==> src/rtl/mips_pkg.sv <==
// Shared definitions for the 5-stage MIPS pipeline.
//
// Fetch, execute and the hazard unit all import these so that datapath
// widths, the bubble word and the opcode encodings stay consistent.
//
// Contents:
//   PC_W, INSTR_W   word-addressed PC width and instruction width
//   NOP_WORD        word placed in IF/ID on a squash or bubble
//   OP_*            primary opcode field values (instr[31:26])
package mips_pkg;

    localparam int PC_W    = 10;
    localparam int INSTR_W = 32;

    localparam logic [INSTR_W-1:0] NOP_WORD = 32'h0000_0000;

    localparam logic [5:0] OP_RTYPE = 6'b000000;
    localparam logic [5:0] OP_ADDI  = 6'b001000;
    localparam logic [5:0] OP_BEQ   = 6'b000100;
    localparam logic [5:0] OP_J     = 6'b000010;
    localparam logic [5:0] OP_LW    = 6'b100011;
    localparam logic [5:0] OP_SW    = 6'b101011;

endpackage

==> src/rtl/contador_sat.sv <==
// Saturating up-counter.
//
// Ports:
//   clk    clock
//   rst_n  asynchronous active-low reset, clears the count
//   en     count one step on this edge
//   count  current value; sticks at all-ones instead of wrapping
module contador_sat #(
    parameter int W = 16
) (
    input  logic         clk,
    input  logic         rst_n,
    input  logic         en,
    output logic [W-1:0] count
);

    always_ff @(posedge clk or negedge rst_n) begin
        if (!rst_n) begin
            count <= '0;
        end else if (en && (count != {W{1'b1}})) begin
            count <= count + 1'b1;
        end
    end

endmodule

==> src/rtl/estagio_busca.sv <==
// Instruction-fetch stage of the 5-stage MIPS pipeline.
//
// Owns the PC, drives the synchronous instruction memory (one cycle read
// latency) and registers the returned word into the IF/ID register along
// with its address and a valid flag. Stall holds everything; redirect
// restarts fetch at a new target and squashes the wrong-path word.
//
// Ports:
//   fe_in_clk          pipeline clock
//   fe_in_rst          asynchronous active-low reset
//   fe_in_stall        hold IF and IF/ID this cycle
//   fe_in_redirect     taken branch / jump from execute (beats stall)
//   fe_in_target       redirect target address
//   fe_in_mem_q        instruction memory read data
//   fe_out_mem_addr    instruction memory address (combinational)
//   fe_out_ir          IF/ID instruction register
//   fe_out_ir_pc       address of fe_out_ir
//   fe_out_ir_valid    fe_out_ir holds a real instruction
//   fe_out_fetch_cnt   valid words delivered to decode (saturating)
//   fe_out_bubble_cnt  bubbles loaded into IF/ID after startup (saturating)
module estagio_busca #(
    parameter int                   PC_W     = mips_pkg::PC_W,
    parameter int                   INSTR_W  = mips_pkg::INSTR_W,
    parameter logic [INSTR_W-1:0]   NOP_WORD = mips_pkg::NOP_WORD
) (
    input  logic               fe_in_clk,
    input  logic               fe_in_rst,
    input  logic               fe_in_stall,
    input  logic               fe_in_redirect,
    input  logic [PC_W-1:0]    fe_in_target,
    input  logic [INSTR_W-1:0] fe_in_mem_q,
    output logic [PC_W-1:0]    fe_out_mem_addr,
    output logic [INSTR_W-1:0] fe_out_ir,
    output logic [PC_W-1:0]    fe_out_ir_pc,
    output logic               fe_out_ir_valid,
    output logic [15:0]        fe_out_fetch_cnt,
    output logic [15:0]        fe_out_bubble_cnt
);

    // pc_q  : next address to request from memory
    // pc_d1 : address whose data is currently on fe_in_mem_q
    // v_d1  : that data is a real instruction
    logic [PC_W-1:0] pc_q;
    logic [PC_W-1:0] pc_d1;
    logic            v_d1;

    // Set by reset, cleared by the first edge afterwards. The first edge
    // always loads an empty IF/ID (nothing has been read yet) and that
    // startup slot is not counted as a bubble.
    logic            first_q;

    logic            fetch_en;
    logic            bubble_en;

    // While stalled the memory re-reads the in-flight address so that
    // fe_in_mem_q still belongs to pc_d1 when the stall drops.
    always_comb begin
        fe_out_mem_addr = pc_q;
        if (fe_in_redirect) begin
            fe_out_mem_addr = fe_in_target;
        end else if (fe_in_stall) begin
            fe_out_mem_addr = pc_d1;
        end
    end

    always_ff @(posedge fe_in_clk or negedge fe_in_rst) begin
        if (!fe_in_rst) begin
            pc_q            <= '0;
            pc_d1           <= '0;
            v_d1            <= 1'b0;
            fe_out_ir       <= NOP_WORD;
            fe_out_ir_pc    <= '0;
            fe_out_ir_valid <= 1'b0;
            first_q         <= 1'b1;
        end else begin
            first_q <= 1'b0;
            if (fe_in_redirect) begin
                // The word on fe_in_mem_q is wrong-path: replace with a bubble.
                // The target is being read this edge, so it lands in pc_d1.
                pc_q            <= fe_in_target + 1'b1;
                pc_d1           <= fe_in_target;
                v_d1            <= 1'b1;
                fe_out_ir       <= NOP_WORD;
                fe_out_ir_valid <= 1'b0;
            end else if (!fe_in_stall) begin
                pc_q            <= pc_q + 1'b1;
                pc_d1           <= pc_q;
                v_d1            <= 1'b1;
                fe_out_ir       <= fe_in_mem_q;
                fe_out_ir_pc    <= pc_d1;
                fe_out_ir_valid <= v_d1;
            end
        end
    end

    // Counter enables follow what IF/ID loads on this edge. A redirect
    // edge always loads a bubble, even with stall asserted.
    assign fetch_en  = !fe_in_redirect && !fe_in_stall && v_d1;
    assign bubble_en = !first_q &&
                       (fe_in_redirect || (!fe_in_stall && !v_d1));

    contador_sat #(.W(16)) u_fetch_cnt (
        .clk   (fe_in_clk),
        .rst_n (fe_in_rst),
        .en    (fetch_en),
        .count (fe_out_fetch_cnt)
    );

    contador_sat #(.W(16)) u_bubble_cnt (
        .clk   (fe_in_clk),
        .rst_n (fe_in_rst),
        .en    (bubble_en),
        .count (fe_out_bubble_cnt)
    );

endmodule

==> config.mk <==
export PLATFORM = sky130hd
export DESIGN_NAME = estagio_busca
export DESIGN_NICKNAME = d
export VERILOG_FILES = /design/src/rtl/mips_pkg.sv /design/src/rtl/contador_sat.sv /design/src/rtl/estagio_busca.sv
export SDC_FILE = /design/constraint.sdc
export NUM_CORES = 1
export LEC_CHECK = 0
export ABC_CLOCK_PERIOD_IN_PS = 2100
export CORE_UTILIZATION = 47
export CTS_CLUSTER_SIZE = 30
export DETAILED_ROUTE_END_ITERATION = 12
export PLACE_DENSITY = 0.84
export SYNTH_ARGS = -nofsm -noshare
export SYNTH_HDL_FRONTEND = slang
export SYNTH_SLANG_ARGS = --single-unit
==> constraint.sdc <==
create_clock -name fe_in_clk -period 2.1 [get_ports fe_in_clk]
set_clock_uncertainty 0.05 [all_clocks]
set_input_delay 0.525 -clock fe_in_clk [delete_from_list [all_inputs] [get_ports fe_in_clk]]
set_output_delay 0.525 -clock fe_in_clk [all_outputs]
set_load 0.1 [all_outputs]
==> summary.txt, run 1 <==
Outcome
  – Outcome: complete, no violations

Placement
  – GP Congestion: 0.8704
  – Port Buffers: 130
  – DP Cell Count: 638
  – DP HPWL: 7710 um
  – Place WS: -303.1 ps
  – Area post-placement: 0.006491 mm2

Layout
  – Area growth syn-to-layout: 53.14%
  – Final Non-Filler Cells: 657
  – Commonest non-fill, non-tap cell in the layout: buf_4
  – Final #Nets: 593
  – Finished Cell Area: 0.006718 mm2
  – Util after Layout: 75.56%
  – Most frequent cells in the layout: buf_4 (74), dfrtp_1 (70), nor2_1 (48)
  – Diode count: 0
  – Share of cells above drive strength 1: 36.61%

Setup path
  – Critical Path Fanout Max: 4
  – Slowest cell on the critical path: clkdlybuf4s50_1
  – Startpoint Class: input port
  – CP startpoint: fe_in_target[3]
  – Req. time, crit path: 1520 ps
  – Crit end category: primary output
  – Max stage delay on crit path: 540 ps
  – CP cell instances: clkdlybuf4s50_1 > nand2_1 > o21ai_4 > buf_12
  – Crit path DAT: 1470 ps
  – Register-to-register setup slack: 180 ps
  – R2r endpoint: u_bubble_cnt.count[14]$_DFFE_PN0P_
  – CP Class: in -> out
  – CP Capture Point: fe_out_mem_addr[3]
  – R2R cell count: 5
  – Reg-to-Reg Start: u_bubble_cnt.count[0]$_DFFE_PN0P_

Timing
  – Minimum clock period: 2044 ps
  – Max Clk Rate: 0.4893 GHz
  – Final slew viol count: 0
  – Fin Hold WS: 459.9 ps
  – Post-route clock period utilization: 97.33%
  – Finish-stage setup viols: 0
  – Setup slack after layout: 56.15 ps
  – Unrepaired setup endpoints after global routing: false
  – Setup_tns: 0 ps
  – Final Hold Fails: 0

Routing
  – DRT Wirelength: 10360 um
  – Via density: 5.291
  – DR iter-0 viols: 85
  – First drt pass iteration count: 4
  – DRT antenna net count: 0
  – Wirelength per Cell: 15.77 um
  – Drt drc: 0
  – Routed vias: 3476

Power and ir drop
  – Pwr dens: 988.1 mW/mm2
  – Reg power frac: 36.7%
  – Power Total: 6.638 mW
  – Psw: 2.929 mW
  – Leak Pwr: 3.044 nW
  – VDD IR max: 1.091 mV
  – Sw Share: 44.13%
  – Comb pwr share: 45.0%
  – Int Pwr: 3.708 mW
  – Clk pwr share: 18.3%

Min path
  – Worst Hold Class: in -> async

Synth
  – EDFF count, synth: 0
  – Syn avg cell area: 11.36 um2
  – Seq/Total Area, Yosys: 55.36%
  – Cell taking the most area after synthesis: dfrtp_1
  – Distinct cells, synth: 43
  – Main synth FF type: dfrtp_1
  – Synth Instances: 386
  – Synthesized cell area: 0.004387 mm2
  – Yosys reg bits: 97
  – Synth top area share: 54.76%
  – Syn nets: 435
  – Yosys Warn Count: 0
  – Async SR Flop Fraction: 100.0%
  – Synth area leaders: dfrtp_1 (55%), mux2i_1 (10%), xnor2_1 (5.6%)

Floorplanning
  – I/O pin count: 131
  – Die Ht: 98.61 um
  – Die span in x: 98.61 um
  – Core footprint: 0.008891 mm2
  – Rows: 34
  – Full die area: 0.009724 mm2
  – Initial core utilization: 49.34%

Job
  – MaxCap Viol Count: 0

Global route
  – Grt total ovfl: 0
  – GRT Total Usage: 22.92%
  – Largest net degree at the start of global routing: 57
  – Vias in the first global route: 3659
  – Antenna violations before repair: 0
  – Global-route wire length before repair: 17780 um

Clock tree
  – Root buf cell: clkbuf_8
  – Worst-Skew Late Latency: 360 ps
  – Longest Clk Path Bufs: 2
  – TritonCTS clock tree: done
  – Clk sinks: 97
  – H-tree depth: 3
  – Num CTS Buffers: 9
  – Clock slew at reported path FFs: 90 ps
==> metal layers <==
metal	global-route usage, %	part of all wire, %
met1	29.97	44
met3	5.461	5.3
met4	5.281	0.76
met2	38.89	50
met5	0	0
==> cells by family (layout without fill, tap and decap cells) <==
family                   Yosys count  in the layout  synth area share (%)
AO/OA/AOI/OAI                     33             33                 4.649
XOR/XNOR                          44             44                 8.785
adder cells (fa/ha/maj)            3              3                0.8558
buffers and inverters             20            183                 2.168
flip-flops                        97             97                 55.36
multiplexers                      59             59                 13.83
other                              1              1               0.08549
AND/OR/NAND/NOR                  129            129                 14.26
==> cell usage after synthesis, types with 2 or more instances <==
| library cell | instances |
|---|---|
| nand4b_1 | 2 |
| nand2b_1 | 2 |
| nor2b_1 | 4 |
| o21bai_1 | 2 |
| mux2i_1 | 46 |
| xnor2_1 | 28 |
| nor2_1 | 48 |
| inv_1 | 5 |
| xor2_1 | 16 |
| ha_1 | 3 |
| a211oi_1 | 2 |
| a21oi_1 | 6 |
| nand3_1 | 11 |
| buf_2 | 4 |
| clkbuf_1 | 5 |
| o21ai_0 | 16 |
| buf_6 | 2 |
| and3_1 | 9 |
| dfrtp_1 | 96 |
| mux2_2 | 13 |
| buf_1 | 4 |
| nand2_1 | 31 |
| nand4_1 | 11 |
==> critical path, delay by kind of cell <==
family,cells,cell delay (ps)
and+or+nand+nor,1,120
AOI/OAI and AO/OA,1,90
buffers and inverters,2,730
==> state kept, by name (all words and copies together), names as in the netlist <==
register,count
v_d1,1
fe_out_ir,32
pc_q,10
u_fetch_cnt.count,16
first_q,1
u_bubble_cnt.count,16
pc_d1,10
fe_out_ir_valid,1
fe_out_ir_pc,10
==> worst min path at each step <==
stage	from	to	slack, ps	depth (start not counted)
after floorplan	fe_in_rst	fe_out_ir[0]$_DFFE_PN0P_	180	0
after global placement	fe_in_rst	u_bubble_cnt.count[11]$_DFFE_PN0P_	280	1
final	fe_in_rst	u_bubble_cnt.count[9]$_DFFE_PN0P_	460	2
after global routing	fe_in_rst	u_bubble_cnt.count[9]$_DFFE_PN0P_	460	2
after detailed placement	fe_in_rst	u_bubble_cnt.count[9]$_DFFE_PN0P_	290	1
after CTS	fe_in_rst	u_bubble_cnt.count[9]$_DFFE_PN0P_	430	2
==> repair_timing <==
action	4_1_cts	5_1_grt
buffers inserted	0	2
hold buffers	1	0
endpoints found under the hold margin	3	0
pin swaps	0	0
gates cloned	0	0
setup endpoints to repair	10	2
resized for setup	4	1
==> final cells by class <==
| type | count | area (um2) |
|---|---|---|
| Clock inverter | 5 | 55.05 |
| Inverter | 5 | 18.77 |
| Sequential cell | 97 | 2466 |
| Multi-Input combinational cell | 269 | 2014 |
| Fill cell | 566 | 2173 |
| Timing Repair Buffer | 162 | 1887 |
| Clock buffer | 11 | 141.4 |
| Tap cell | 108 | 135.1 |
==> power by group through the flow <==
stage | registers, mW | logic (mW) | clock network, mW
2_1_floorplan | 3.72 | 0.657 | 0
3_5_place_dp | 2.46 | 2.99 | 0
4_1_cts | 2.44 | 3.00 | 1.25
3_3_place_gp | 2.46 | 2.94 | 0
5_1_grt | 2.48 | 3.10 | 1.32
6_report | 2.44 | 2.99 | 1.21
Note: power is estimated with default switching activity, not from simulation.
==> inputs of run 2 (changes only) <==
--- a/config.mk
+++ b/config.mk
@@ -8,6 +8,8 @@
 export ABC_CLOCK_PERIOD_IN_PS = 2100
-export CORE_UTILIZATION = 47
+export CELL_PAD_IN_SITES_DETAIL_PLACEMENT = 0
+export CELL_PAD_IN_SITES_GLOBAL_PLACEMENT = 2
+export CORE_UTILIZATION = 30
 export CTS_CLUSTER_SIZE = 30
 export DETAILED_ROUTE_END_ITERATION = 12
-export PLACE_DENSITY = 0.84
+export PLACE_DENSITY = 0.85
 export SYNTH_ARGS = -nofsm -noshare
==> constraint.sdc (replaced) <==
create_clock -name fe_in_clk -period 2.1 [get_ports fe_in_clk]
set_clock_uncertainty 0.05 [all_clocks]
set_input_delay 0.42 -clock fe_in_clk [delete_from_list [all_inputs] [get_ports fe_in_clk]]
set_output_delay 0.42 -clock fe_in_clk [all_outputs]
set_load 0.1 [all_outputs]
==> summary.txt, run 2 (synthesis gave the netlist of run 1 again) <==
Setup path
  – CP cell instances: clkdlybuf4s50_1 > buf_4 > nor2b_1 > a21oi_4 > buf_12 (was clkdlybuf4s50_1 > nand2_1 > o21ai_4 > buf_12)
  – Crit path DAT: 1520 ps (was 1470 ps)
  – Crit path depth: 5 (was 4)
  – Req. time, crit path: 1630 ps (was 1520 ps)
  – Startpoint Class: input port (unchanged)
  – Critical Path Fanout Max: 2 (was 4)
  – R2R cell count: 5 (unchanged)
  – Bufs and invs on worst path: 3 (was 2)
  – Max stage delay on crit path: 440 ps (was 540 ps)
  – CP Class: in -> out (unchanged)
  – Cell family with most CP delay: buffers and inverters (unchanged)
  – Slowest cell on the critical path: clkdlybuf4s50_1 (unchanged)
  – Register-to-register setup slack: 260 ps (was 180 ps)
  – Crit end category: primary output (unchanged)

Global route
  – Top Usage Layer GRT: met2 (unchanged)
  – Vias in the first global route: 3303 (was 3659)
  – GRT Total Usage: 14.35% (was 22.92%)
  – Grt met2 use: 21.56% (was 38.89%)
  – Global-route wire length before repair: 16480 um (was 17780 um)
  – Antenna violations before repair: 1 (was 0)
  – Grt total ovfl: 0 (unchanged)
  – Grt met1 use: 19.47% (was 29.97%)
  – Met3 Use GR: 3.828% (was 5.461%)
  – Largest net degree at the start of global routing: 56 (was 57)

Timing
  – Max Clk Rate: 0.5037 GHz (was 0.4893 GHz)
  – Final Hold Fails: 0 (unchanged)
  – Minimum clock period: 1985 ps (was 2044 ps)
  – Final slew viol count: 0 (unchanged)
  – Finish-stage setup viols: 0 (unchanged)
  – Unrepaired setup endpoints after global routing: false (unchanged)
  – Post-route clock period utilization: 94.54% (was 97.33%)
  – Setup_tns: 0 ps (unchanged)

Placement
  – Port Buffers: 130 (unchanged)
  – GP Congestion: 0.7978 (was 0.8704)
  – Area post-placement: 0.006092 mm2 (was 0.006491 mm2)
  – DP HPWL: 7717 um (was 7710 um)
  – DP Cell Count: 703 (was 638)

Layout
  – Final Non-Filler Cells: 720 (was 657)
  – Share of cells above drive strength 1: 34.07% (was 36.61%)
  – Most frequent cells in the layout: buf_4 (93), dfrtp_1 (70), nor2_1 (48) (was buf_4 (74), dfrtp_1 (70), nor2_1 (48))
  – Max reg flops: 32 (unchanged)
  – Register bank with the most flops: fe_out_ir (unchanged)
  – Area growth syn-to-layout: 46.38% (was 53.14%)
  – Commonest non-fill, non-tap cell in the layout: buf_4 (unchanged)
  – Diode count: 0 (unchanged)
  – Finished Cell Area: 0.006421 mm2 (was 0.006718 mm2)
  – Final #Nets: 584 (was 593)
  – Top Registers: fe_out_ir: 32 flops, u_bubble_cnt.count: 16 flops, u_fetch_cnt.count: 16 flops (unchanged)

Routing
  – DRT antenna net count: 0 (unchanged)
  – Via density: 4.713 (was 5.291)
  – Drt drc: 0 (unchanged)
  – Routed vias: 3393 (was 3476)
  – First drt pass iteration count: 5 (was 4)
  – DR iter-0 viols: 81 (was 85)
  – DRT Wirelength: 10570 um (was 10360 um)
  – Wirelength per Cell: 14.68 um (was 15.77 um)

Power and ir drop
  – Power Total: 6.792 mW (was 6.638 mW)
  – VDD IR max: 1.439 mV (was 1.091 mV)
  – Pwr dens: 1058 mW/mm2 (was 988.1 mW/mm2)
  – Leak Pwr: 2.924 nW (was 3.044 nW)

Clock tree
  – Clk sinks: 97 (unchanged)
  – Hold buffers post-CTS: 1 (unchanged)
  – Post-CTS setup buffer count: 0 (unchanged)
  – Root buf cell: clkbuf_16 (was clkbuf_8)
  – Clock slew at reported path FFs: 70 ps (was 90 ps)
  – Post_cts resized: 0 (was 4)
  – Worst-Skew Late Latency: 350 ps (was 360 ps)
  – TritonCTS clock tree: done (unchanged)
  – Longest Clk Path Bufs: 2 (unchanged)
  – Num CTS Buffers: 9 (unchanged)
  – H-tree depth: 3 (unchanged)

Floorplanning
  – Die span in x: 122.9 um (was 98.61 um)
  – Die Ht: 122.9 um (was 98.61 um)
  – Core footprint: 0.01410 mm2 (was 0.008891 mm2)
  – I/O pin count: 131 (unchanged)
  – Initial core utilization: 31.12% (was 49.34%)
  – Rows: 43 (was 34)
  – Full die area: 0.01511 mm2 (was 0.009724 mm2)

Job
  – MaxCap Viol Count: 0 (unchanged)

Outcome
  – Outcome: complete, no violations (unchanged)

Min path
  – Worst Hold Class: in -> async (unchanged)
-- run 2: stage by stage --
step	hold WS, ps	util [%]	worst slack [ps]
CTS	360.9	45.55	95.12
finish	371.5	45.55	114.7
global route	371.5	45.55	9.318
floorplan	74.41	-	-94.30
detailed placement	205.0	43.22	-183.2
global placement	203.7	43.22	-138.0
-- run 2: worst register-to-register path, cell delays in order, from the launching register on --
cell and delay [ps]:
dfrtp_4 440, ha_1 190, nand4_1 180, or4_4 590, nor3_2 170, xor2_1 160
-- run 2: cell type report --
class	count	area, um2
clock buffers	10	229.0
fillers	1332	7675
multi-input cells	269	1953
well taps	180	225.2
repair buffers	153	1439
flip-flops and latches	97	2466
inverters	5	18.77
clock inverters	6	90.09
-- run 2: worst paths after layout --
path                                                    from                            endpoint
setup / recovery                             fe_in_target[0]                  fe_out_mem_addr[0]
hold / removal                                     fe_in_rst  u_bubble_cnt.count[13]$_DFFE_PN0P_
setup reg to reg           u_bubble_cnt.count[0]$_DFFE_PN0P_  u_bubble_cnt.count[14]$_DFFE_PN0P_
hold reg to reg            u_fetch_cnt.count[10]$_DFFE_PN0P_   u_fetch_cnt.count[10]$_DFFE_PN0P_
max in group asynchronous                          fe_in_rst                   first_q$_DFF_PN1_
min in group fe_in_clk                        fe_in_redirect                  pc_d1[1]$_DFF_PN0_
-- run 2: power by group --
group	switching [mW]	internal [mW]
sequential	0.239	2.14
clock	0.727	1.05
combinational	1.96	0.683
total	2.92	3.87
-- run 2: metal layers --
metal | routed length, um | vias to the layer above | part of all wire [%]
li1 | - | 1625 | -
met1 | 4943 | 1656 | 47
met2 | 4833 | 95 | 46
met3 | 610 | 15 | 5.8
met4 | 163 | 2 | 1.5
met5 | 17 | - | 0.16
==> inputs of run 3 (changes only) <==
- CTS_CLUSTER_DIAMETER: not set -> 30
==> results of run 3 <==
The final DEF is identical to that of run 2; final timing and power are the same.
